<file path="src/rtl/div_iter.sv">
// Iterative radix-2 restoring divider producing quotient and remainder for DIV/MOD (signed and unsigned).
// Fixed latency of WIDTH+2 edges from acceptance to out_valid; cancel and async reset abort any operation.
module div_iter #(
  parameter int WIDTH = 32
) (
  input  logic             div_clk,
  input  logic             resetn,
  input  logic             div_valid,
  output logic             div_ready,
  input  logic             div_signed,
  input  logic [WIDTH-1:0] x,
  input  logic [WIDTH-1:0] y,
  input  logic             cancel,
  output logic             out_valid,
  input  logic             out_ready,
  output logic [WIDTH-1:0] s,
  output logic [WIDTH-1:0] r
);

  localparam int CNT_W = $clog2(WIDTH);

  typedef enum logic [2:0] {S_IDLE, S_PREP, S_ITER, S_FIX, S_DONE} state_t;

  state_t           r_state;
  state_t           w_state_nxt;

  logic [WIDTH-1:0] r_x;
  logic [WIDTH-1:0] r_y;
  logic             r_sx;
  logic             r_sy;
  logic [WIDTH-1:0] r_dvd;
  logic [WIDTH-1:0] r_ydiv;
  logic [WIDTH:0]   r_rem;
  logic [CNT_W-1:0] r_cnt;
  logic [WIDTH-1:0] r_s;
  logic [WIDTH-1:0] r_r;

  logic [WIDTH+1:0] w_shift;
  logic [WIDTH+1:0] w_trial;
  logic             w_qbit;
  logic             w_last;
  logic             w_accept;

  function automatic logic [WIDTH-1:0] f_cond_neg(input logic [WIDTH-1:0] v, input logic neg);
    return neg ? ((~v) + WIDTH'(1)) : v;
  endfunction

  // One restoring step: shift in the next dividend bit, trial-subtract |y|
  assign w_shift  = {r_rem, r_dvd[WIDTH-1]};
  assign w_trial  = w_shift - {2'b00, r_ydiv};
  assign w_qbit   = ~w_trial[WIDTH+1];
  assign w_last   = (r_cnt == CNT_W'(WIDTH - 1));
  assign w_accept = div_valid && div_ready && !cancel;

  always_ff @(posedge div_clk or negedge resetn) begin
    if (!resetn) begin
      r_state <= S_IDLE;
    end else begin
      r_state <= w_state_nxt;
    end
  end

  always_comb begin
    w_state_nxt = r_state;
    if (cancel) begin
      w_state_nxt = S_IDLE;
    end else begin
      case (r_state)
        S_IDLE:  if (div_valid) w_state_nxt = S_PREP;
        S_PREP:  w_state_nxt = S_ITER;
        S_ITER:  if (w_last) w_state_nxt = S_FIX;
        S_FIX:   w_state_nxt = S_DONE;
        S_DONE:  if (out_ready) w_state_nxt = S_IDLE;
        default: w_state_nxt = S_IDLE;
      endcase
    end
  end

  always_comb begin
    div_ready = (r_state == S_IDLE);
    out_valid = (r_state == S_DONE);
  end

  always_ff @(posedge div_clk or negedge resetn) begin
    if (!resetn) begin
      r_x    <= '0;
      r_y    <= '0;
      r_sx   <= 1'b0;
      r_sy   <= 1'b0;
      r_dvd  <= '0;
      r_ydiv <= '0;
      r_rem  <= '0;
      r_cnt  <= '0;
      r_s    <= '0;
      r_r    <= '0;
    end else begin
      case (r_state)
        S_IDLE: begin
          if (w_accept) begin
            r_x  <= x;
            r_y  <= y;
            r_sx <= div_signed & x[WIDTH-1];
            r_sy <= div_signed & y[WIDTH-1];
          end
        end
        S_PREP: begin
          r_dvd  <= f_cond_neg(r_x, r_sx);
          r_ydiv <= f_cond_neg(r_y, r_sy);
          r_rem  <= '0;
          r_cnt  <= '0;
        end
        S_ITER: begin
          r_rem <= w_qbit ? w_trial[WIDTH:0] : w_shift[WIDTH:0];
          r_dvd <= {r_dvd[WIDTH-2:0], w_qbit};
          r_cnt <= r_cnt + CNT_W'(1);
        end
        S_FIX: begin
          // Results stay untouched on cancel so s/r only change at a completed FIX
          if (!cancel) begin
            if (r_ydiv == '0) begin
              r_s <= '1;
              r_r <= r_x;
            end else begin
              r_s <= f_cond_neg(r_dvd, r_sx ^ r_sy);
              r_r <= f_cond_neg(r_rem[WIDTH-1:0], r_sx);
            end
          end
        end
        default: ;
      endcase
    end
  end

  assign s = r_s;
  assign r = r_r;

endmodule

</file>
<file path="config.mk">
export PLATFORM = sky130hd
export DESIGN_NAME = div_iter
export DESIGN_NICKNAME = d
export VERILOG_FILES = /design/src/rtl/div_iter.sv
export SDC_FILE = /design/constraint.sdc
export NUM_CORES = 1
export LEC_CHECK = 0
export BUFFER_PORTS_ARGS = -buffer_cell sky130_fd_sc_hd__buf_2
export CORE_MARGIN = 2
export CORE_UTILIZATION = 39
export DETAILED_ROUTE_END_ITERATION = 10
export PLACE_DENSITY_LB_ADDON = 0.25
export SYNTH_ARGS = -nofsm -noshare
export SYNTH_HDL_FRONTEND = slang
export SYNTH_SLANG_ARGS = --single-unit
</file>
<file path="constraint.sdc">
create_clock -name div_clk -period 4.3 [get_ports div_clk]
set_input_delay 0.645 -clock div_clk [delete_from_list [all_inputs] [get_ports div_clk]]
set_output_delay 0.645 -clock div_clk [all_outputs]
set_load 0.1 [all_outputs]
</file>
==> metrics, run 1 <==
Yosys top cell by area=dfrtp_1; nets=around 1700; largest buffer count on any clock path=3; post-cts sizing count=0; min-delay worst type=primary input to asynchronous set/reset pin; Lkg Pwr=just over 7 nW; status=finished with violations; Post-synth top flop=dfrtp_1; Min Clock Period, post-route=~3.6 ns; Async SR Flop Fraction=100.0%; Detailed Route WL=roughly 37000 microns; post-synthesis cell type count=64; GRT Resource Usage Total=20.09%; initial antenna violation count=0; first-pass GRT wire length=between 50000 and 60000 microns; CP max stage delay=about 0.42 ns; Seq/Total Area, Yosys=42.73%; 1st-iter DRT viols=around 760; RSZ-0062 raised after global routing=false; Sink Count=~240; Slew @ Worst Pin=1.131 ns; latest clock arrival within the worst-skew pair=~0.56 ns; Post-route DRC=0; syn nets=between 1500 and 2000; via count=11270; CTS root buf=clkbuf_16; starting density of the core=around two fifths; cts hold-fix bufs=0; drt via density=roughly 5.5; Max Clock Skew=between 0.02 and 0.025 ns; Seq cells post-synth=between 200 and 250; core area=~0.035 sq mm; Hold Slack=-0.002174 ns; dpl hpwl=about 27000 microns; Max VDD drop=between 700 and 800 uV; max_slew headroom=24.33%; vias in the first global route=roughly 11000; CP Class=flip-flop to flip-flop; Fill cells=roughly 3400; Top-Level Pins=about 140; commonest non-fill, non-tap cell in the layout=dfrtp_1; pin count of the biggest net entering global routing=154; Arr. time, crit path=just over 4 ns; worst-path cell chain=inv_1 -> ha_1 -> inv_1 -> fa_1 -> a211oi_1 -> o21bai_1 -> a211o_1 -> a221oi_2 -> buf_4 -> o211a_1 -> nor3_1 -> a211o_1 -> or3_1 -> nand3_1; crit path capture type=flip-flop; Max stage delay cell, worst path=fa_1; Clk pin slew, worst setup/hold paths=about 0.060 ns; max cap viols=0; Mean Syn Cell Area=slightly above 9 sq um; die area=0.03681 sq mm; delay-heaviest family, CP=compound AO/OA/AOI/OAI gates; EDFF count, synth=0; n_diodes=0; DR WL/cell=17.74 microns; die height=about 190 microns; port bufs=approximately 140; Fin Setup TNS=0 ns; H-Tree Depth=1; share of the synthesized area in the top cell type=42.73%; Yosys warnings=0; post-route ant nets=0; Critical Path Source=r_dvd[31]; post-CTS setup buffer count=0; Non-Filler Instances=2061; CP Data Required Time=approximately 4.8 ns; critical path startpoint category=flip-flop; Cells after Synth=1487; failing checks=hold timing; gr ovfl total=0; Final Slew Violations=0; multi-input combinational cell area=0.007412 sq mm; setup slack, reg-to-reg=approximately 0.70 ns; FF+latch area=roughly 0.0059 sq mm; CTS tree=done; Crit path buffers/inverters=3; worst-path fanout max=7; Num CTS Buffers=28; iteration count of the initial detailed-routing pass=8; share of layout cells above drive strength 1=a little under a fifth; final worst path period share=83.72%; Final GP Congestion=~0.90; Post-Place Cells=about 2000; Die W=~190 microns; # rows=68; FF-to-FF Start=r_dvd[31]; area grow syn2layout=15.31%; Peak Freq=around 0.28 GHz; Power Density=roughly 850 mW/mm^2; top post-synthesis cells by area=dfrtp_1 (43%), xor2_1 (6.4%), o21ai_0 (6.4%); endpoints failing setup=0; most frequent cells in the layout=dfrtp_1 (234), o21ai_0 (175), nand2_1 (154); Hold Fails Final Rpt=1; Post-Syn Area=0.01376 sq mm
-- where the power goes --
part	switching, mW	internal, mW
Sequential	0.997	3.01
Combinational	4.75	2.33
Clock	0.947	1.51
Total	6.69	6.85
-- cell families after synthesis --
family,synth area share [%]
AOI/OAI and AO/OA,19.03
adders and majority gates,3.600
DFF,42.73
muxes,7.491
xor gates and xnor gates,9.355
buffers and inverters,3.745
and+or+nand+nor,14.05
-- cells in the mapped netlist, drive strengths merged (20+ instances only) --
cell and count:
xnor2 46, clkbuf 78, ha 38, dfrtp 235, o21ai 187, xor2 101, mux2i 31, inv 46
o31ai 33, a21oi 91, nand2 155, mux2 64, nor2 104, nand3 20, a22oi 32
-- cell type report --
type                            count  share of cell area, %
Timing Repair Buffer              156                  5.471
Inverter                           46                  1.088
Clock inverter                      7                 0.5676
Multi-Input combinational cell   1117                  46.70
Tap cell                          455                  3.587
Sequential cell                   235                  37.06
Clock buffer                       45                  5.519
-- routing by layer --
layer	up-vias	track usage, %	wire, microns
met1	5453	28.55	17400
met2	285	32.20	16650
met5	-	0	0
met4	0	4.734	760
li1	5484	-	-
met3	52	3.033	1752
-- flip-flops by register name, indices dropped and copies added (netlist names) --
signal   cells
r_sy         1
r_cnt        5
r           32
r_state      3
r_x         32
s           32
r_rem       33
r_y         32
r_sx         1
r_dvd       32
r_ydiv      32
-- worst register-to-register path, cell delays in order, from the launching register on --
cell and delay, ns:
dfrtp_1 0.37, inv_1 0.14, ha_1 0.19, inv_1 0.05
fa_1 0.42, a211oi_1 0.30, o21bai_1 0.16, a211o_1 0.37
a221oi_2 0.26, buf_4 0.18, o211a_1 0.34, nor3_1 0.11
a211o_1 0.27, or3_1 0.31, nand3_1 0.08
-- final timing paths --
check | endpoint | cells past startpoint
max | r_rem[28] | 14
min | r_state[1] | 1
max reg2reg | r_rem[28] | 14
min reg2reg | r[8] | 2
max in group asynchronous | r_rem[10] | 2
min in group div_clk | r_y[29] | 2
-- per-stage QoR --
step / power (mW) / util, % / worst slack (ns) / hold slack [ns] / instance area, sq um
finish: 13.53 / 45.83 / 0.7000 / -0.002174 / 15870
global route: 14.47 / 45.83 / 0.5398 / 0.01846 / 15870
CTS: 13.60 / 45.83 / 0.7331 / 0.003304 / 15870
detailed placement: 11.10 / 43.04 / 0.7366 / 0.4689 / 14900
global placement: 11.04 / 43.04 / 0.8080 / 0.4635 / 14900
floorplan: 9.405 / - / 0.2529 / 0.3494 / 13760
(Power assumes the default switching activity.)
==> run 2: changes to the inputs <==
--- a/config.mk
+++ b/config.mk
@@ -5,6 +5,7 @@
 export SDC_FILE = /design/constraint.sdc
 export NUM_CORES = 1
 export LEC_CHECK = 0
+export ABC_AREA = 1
 export BUFFER_PORTS_ARGS = -buffer_cell sky130_fd_sc_hd__buf_2
 export CORE_MARGIN = 2
 export CORE_UTILIZATION = 39
==> constraint.sdc (replaced) <==
create_clock -name div_clk -period 3.7 [get_ports div_clk]
set_input_delay 0.555 -clock div_clk [delete_from_list [all_inputs] [get_ports div_clk]]
set_output_delay 0.555 -clock div_clk [all_outputs]
set_load 0.1 [all_outputs]
==> run 2 against run 1 <==
- the flow now finishes without violations
- synthesized area grew 16%
- die area rose by 16%
- sequential share of layout area down 4.7 points
- combinational power is 50% higher
- register-to-register slack improved by 0.41 ns
- first-iteration DRC count is 100% higher
- highest routed layer unchanged
==> metrics, run 2 <==
first-pass GRT wire length=approximately 84000 microns; Lkg Pwr=around 9.6 nW; largest family of logic cells by synthesized area=simple AND/OR/NAND/NOR gates; CP Data Required Time=about 4.2 ns; Detailed Route WL=54110 microns; die area=around 0.043 sq mm; Slew @ Worst Pin=1.158 ns; Peak Freq=0.3858 GHz; pin count of the biggest net entering global routing=130; Async SR Flop Fraction=100.0%; Largest register FFs=33; share of the synthesized area in the top cell type=36.70%; max_slew headroom=between 20% and 30%; RSZ-0062 raised after global routing=false; Yosys warnings=0; Tot Pwr=18.20 mW; via count=about 16000; largest buffer count on any clock path=3; port bufs=around 140; EDFF count, synth=0; Die W=~210 microns; setup slack, reg-to-reg=about 1.1 ns; CTS root buf=clkbuf_16; Power Density=between 1000 and 1500 mW/mm^2; max cap viols=0; Post-Syn Area=roughly 0.016 sq mm; Met2 Wirelength=about 25000 microns; 1st-iter DRT viols=1542; post-cts sizing count=0; Compound-Gate Fraction of Synth Area=between 10% and 20%; status=finished clean; CP Class=flip-flop to flip-flop; most frequent cells in the layout=nand2_1 (705), inv_1 (311), dfrtp_1 (234); M1 wire length=approximately 24000 microns; commonest non-fill, non-tap cell in the layout=nand2_1; H-Tree Depth=1; nets=between 2000 and 3000; placed cell area=roughly 0.017 sq mm; Fin Setup TNS=0 ns; Post-synth top flop=dfrtp_1; Design Area, Final=0.01820 sq mm; drt via density=approximately 5.3; cts hold-fix bufs=1; Hold Fails Final Rpt=0; Synth Area in Adders=under 10%; post-CTS setup buffer count=0; area grow syn2layout=13.56%; Fill cells=4319; post-synthesis cell type count=50; Mean Syn Cell Area=roughly 6.8 sq um; Top-Level Pins=136; CTS tree=done; initial antenna violation count=1; GRT Resource Usage Total=25.30%; Clk pin slew, worst setup/hold paths=~0.060 ns; syn nets=around 2500; Final GP Congestion=a little under 1; gr ovfl total=0; die height=206.7 microns; Arr. time, crit path=around 3.1 ns; latest clock arrival within the worst-skew pair=0.57 ns; Seq/Total Area, Yosys=between 30% and 40%; Final Slew Violations=0; core area=a little over 0.04 sq mm; post-synthesis xor/xnor area fraction=~3.8%; Cells after Synth=between 2000 and 2500; critical path startpoint category=flip-flop; Synth Area in Simple Gates=between 30 and 40%; Top Layer Used=met4; post-route ant nets=0; most common cell in the netlist=nand2_1; Sink Count=between 200 and 250; crit path capture type=flip-flop; Max VDD drop=approximately 540 uV; Max Clock Skew=~0.015 ns; Num CTS Buffers=29; min-delay worst type=primary input to flip-flop; wire length on met3=a little over 3000 microns; final worst path period share=~70%; share of layout cells above drive strength 1=10.96%; dpl hpwl=between 40000 and 50000 microns; commonest cells in the netlist=nand2_1 (705), inv_1 (311), dfrtp_1 (235); Largest Register=r_rem; starting density of the core=about two fifths; DR WL/cell=18.00 microns; endpoints failing setup=0; Seq cells post-synth=between 200 and 250; iteration count of the initial detailed-routing pass=8; Min Clock Period, post-route=between 2 and 3 ns; Yosys top cell by area=dfrtp_1; worst-path fanout max=33; top post-synthesis cells by area=dfrtp_1 (37%), nand2_1 (17%), inv_1 (7.3%); Post-route DRC=0; post-synthesis mux area share=0%; # rows=74; vias in the first global route=around 15000
[run 2: cell count changes in the layout (fill, tap and decap cells not counted), sizes merged, moves of 28 or more]
| cell | previous run | this run |
|---|---|---|
| nand2 | 155 | 718 |
| mux2i | 31 | 0 |
| xor2 | 101 | 49 |
| nor2 | 104 | 202 |
| a22oi | 32 | 0 |
| xnor2 | 46 | 18 |
| mux2 | 64 | 0 |
| nand3 | 20 | 246 |
| inv | 46 | 322 |
[run 2: power by group]
group          internal (mW)  switching, mW
registers               3.54          0.928
clock network           1.99           1.18
logic                   2.75           7.81
total                   8.28           9.92
[run 2: layout make-up]
cell class | instances | area (sq um) | area share, %
Sequential cell | 235 | 5882 | 32.32
Multi-Input combinational cell | 1706 | 8512 | 46.78
Antenna cell | 1 | 2.502 | 0.01375
Clock inverter | 18 | 279.0 | 1.533
Timing Repair Buffer | 152 | 853.3 | 4.689
Inverter | 325 | 1221 | 6.711
Clock buffer | 36 | 782.0 | 4.297
Tap cell | 532 | 665.6 | 3.658
[run 2: cell families (layout without fill, tap and decap cells)]
logic type | Yosys count | in the layout
simple gates | 1269 | 1269
buf+inv | 410 | 531
compound gates | 331 | 331
flops | 235 | 235
xor+xnor | 67 | 67
fa+ha+maj | 39 | 39
other cells | 0 | 1
[run 2: final timing paths]
kind                       startpoint        end  depth (start not counted)
max                          r_rem[5]  r_rem[17]                         14
min                             x[28]    r_x[28]                          3
max reg2reg                  r_rem[5]  r_rem[17]                         14
min reg2reg                     r[19]      r[19]                          2
max in group asynchronous      resetn      s[25]                          3
min in group asynchronous      resetn       r[3]                          2
[run 2: layer usage]
metal,vias to the layer above,global-route usage (%)
met4,0,8.359
met5,-,0
met3,91,2.747
met2,528,41.90
met1,7476,34.56
li1,7776,-
[run 2: per-stage QoR]
stage                     hold WS, ns  cells  worst slack (ns)  util, %
final                          0.1813   3005             1.108    44.67
after floorplan                0.2594   2351            0.6058        -
after global placement         0.3388   2949             1.144    42.03
after global routing           0.1866   3004            0.8773    44.66
after detailed placement       0.3381   2949             1.157    42.03
after CTS                      0.1644   3004             1.135    44.66
[run 2: worst max-delay path: stages, from the launching register on]
cell and delay, ns:
dfrtp_1 0.47, ha_1 0.39, nand2_1 0.09, nand2_1 0.11, nand2_1 0.09, nand2_1 0.08, inv_2 0.06, nand3_2 0.13
nand2_2 0.11, nand2_2 0.07, nand2_4 0.11, nand3_4 0.37, nand3_1 0.24, nand3_1 0.09, nand2_1 0.09
==> run 3: changes to the inputs <==
==> constraint.sdc (replaced) <==
create_clock -name div_clk -period 2.7 [get_ports div_clk]
set_input_delay 0.405 -clock div_clk [delete_from_list [all_inputs] [get_ports div_clk]]
set_output_delay 0.405 -clock div_clk [all_outputs]
set_load 0.1 [all_outputs]
==> run 3 against run 2 <==
- count of clock-buffer cells in the layout up 4
- die area unchanged
- clock power grew 24%
- cell area increased by 1.5%
- global-route usage down 0.076 points
- flip-flop and latch count is the same
- sequential share of layout area shrank 0.47 points
- sequential power rose by 37%
- largest cell class unchanged
==> metrics, run 3 (same netlist as run 2, synthesis figures left out) <==
status=finished clean; RSZ-0062 raised after global routing=false; FF-to-FF End=r[10]; Largest register FFs=33; Final Core Density=roughly 45%; die height=slightly above 200 microns; Arr. time, crit path=~3.1 ns; Post-route DRC=0; Power Density=between 1000 and 1500 mW/mm^2; Max stage delay cell, worst path=nor4_1; endpoints failing setup=0; area grow syn2layout=15.23%; post-route ant nets=0; Largest Register=r_rem; # rows=74; die area=approximately 0.043 sq mm; Tot Pwr=roughly 25 mW; Max Clock Skew=roughly 0.021 ns; dpl hpwl=42200 microns; CP Data Required Time=between 3 and 4 ns; initial antenna violation count=1; Min Clock Period, post-route=~2.6 ns; max_slew headroom=~30%; Lkg Pwr=slightly below 10 nW; CP endpoint=r[10]; CP max stage delay=between 0.6 and 0.7 ns; largest buffer count on any clock path=3; Hold Slack=just under 0.02 ns; Reg2Reg Depth=7; Detailed Route WL=approximately 55000 microns; setup slack, reg-to-reg=0.11 ns; pre-CTS WS=between 0.1 and 0.15 ns; Hold Fails Final Rpt=0; port bufs=roughly 140; FF+latch area=approximately 0.006 sq mm; CTS root buf=clkbuf_16; crit path capture type=flip-flop; final worst setup slack=about 0.11 ns; Post-Place Cells=about 3000; Non-Filler Instances=a little over 3000; Critical Path Source=r_ydiv[2]; core area=~0.04 sq mm; via count=15960; 1st-iter DRT viols=1429; CP Class=flip-flop to flip-flop; drt via density=~5.3; most frequent cells in the layout=nand2_1 (705), inv_1 (311), dfrtp_1 (234); Max VDD drop=between 600 and 700 uV; multi-input combinational cell area=about 0.0086 sq mm; n_diodes=0; Peak Freq=between 0.3 and 0.4 GHz; Die W=206.7 microns; H-Tree Depth=1; max cap viols=0; iteration count of the initial detailed-routing pass=6; latest clock arrival within the worst-skew pair=0.59 ns; first-pass GRT wire length=~84000 microns; nets=2587; pin count of the biggest net entering global routing=between 70 and 80; commonest non-fill, non-tap cell in the layout=nand2_1; Final GP Congestion=0.9323; Clk pin slew, worst setup/hold paths=roughly 0.06 ns; final worst path period share=96.10%; Num CTS Buffers=29; placed cell area=around 0.017 sq mm; Top-Level Pins=around 140; GRT Resource Usage Total=25.22%; worst-path cell chain=nor4_1 -> nand4_1 -> nor2_4 -> inv_1 -> buf_4 -> o21ai_0 -> nand2_1; gr ovfl total=0; CTS tree=done; Fin Setup TNS=0 ns; Design Area, Final=0.01847 sq mm; Slew @ Worst Pin=~1.1 ns; share of layout cells above drive strength 1=a little under an eighth; Sink Count=about 240; DR WL/cell=approximately 18 microns; FF-to-FF Start=r_ydiv[2]; worst-path fanout max=20; vias in the first global route=~15000; min-delay worst type=primary input to flip-flop; critical path startpoint category=flip-flop; starting density of the core=39.33%; Final Slew Violations=0; Fill cells=roughly 4300
run 3: routing by layer:
layer	share of wire, %	vias up	global-route usage, %
met5	0	-	0
met4	2.8	0	7.143
met3	5.8	78	2.951
met2	47	497	41.94
met1	44	7524	34.66
li1	-	7857	-
run 3: final cells by class:
type / instances / area share, %
Clock buffer: 40 / 4.371
Clock inverter: 14 / 0.7860
Inverter: 325 / 6.613
Multi-Input combinational cell: 1710 / 46.69
Sequential cell: 235 / 31.85
Tap cell: 532 / 3.605
Timing Repair Buffer: 177 / 6.085
run 3: worst max-delay path, delay by kind of cell (launching register included):
| family | cells | cell delay [ns] |
|---|---|---|
| flops | 1 | 0.40 |
| simple gates | 4 | 1.36 |
| compound gates | 1 | 0.36 |
| buf+inv | 2 | 0.33 |
run 3: worst min-delay path by stage:
stage | startpoint | cells past startpoint | end | slack, ns
finish | y[11] | 3 | r_y[11] | 0.02
global route | cancel | 2 | r_state[1] | 0.009
CTS | cancel | 2 | r_state[1] | 0.0005
detailed placement | resetn | 1 | r[8] | 0.43
global placement | resetn | 1 | r[3] | 0.43
floorplan | resetn | 0 | r[0] | 0.11
run 3: repair_timing:
item,in CTS,in global routing
hold buffers,4,0
hold endpoints to repair,69,0
setup endpoints to repair,0,33
setup buffers,0,1
resized for setup,0,7
run 3: power breakdown:
group,switching [mW],internal (mW)
sequential,1.26,4.85
clock,1.63,2.29
combinational,11.0,3.97
total,13.9,11.1
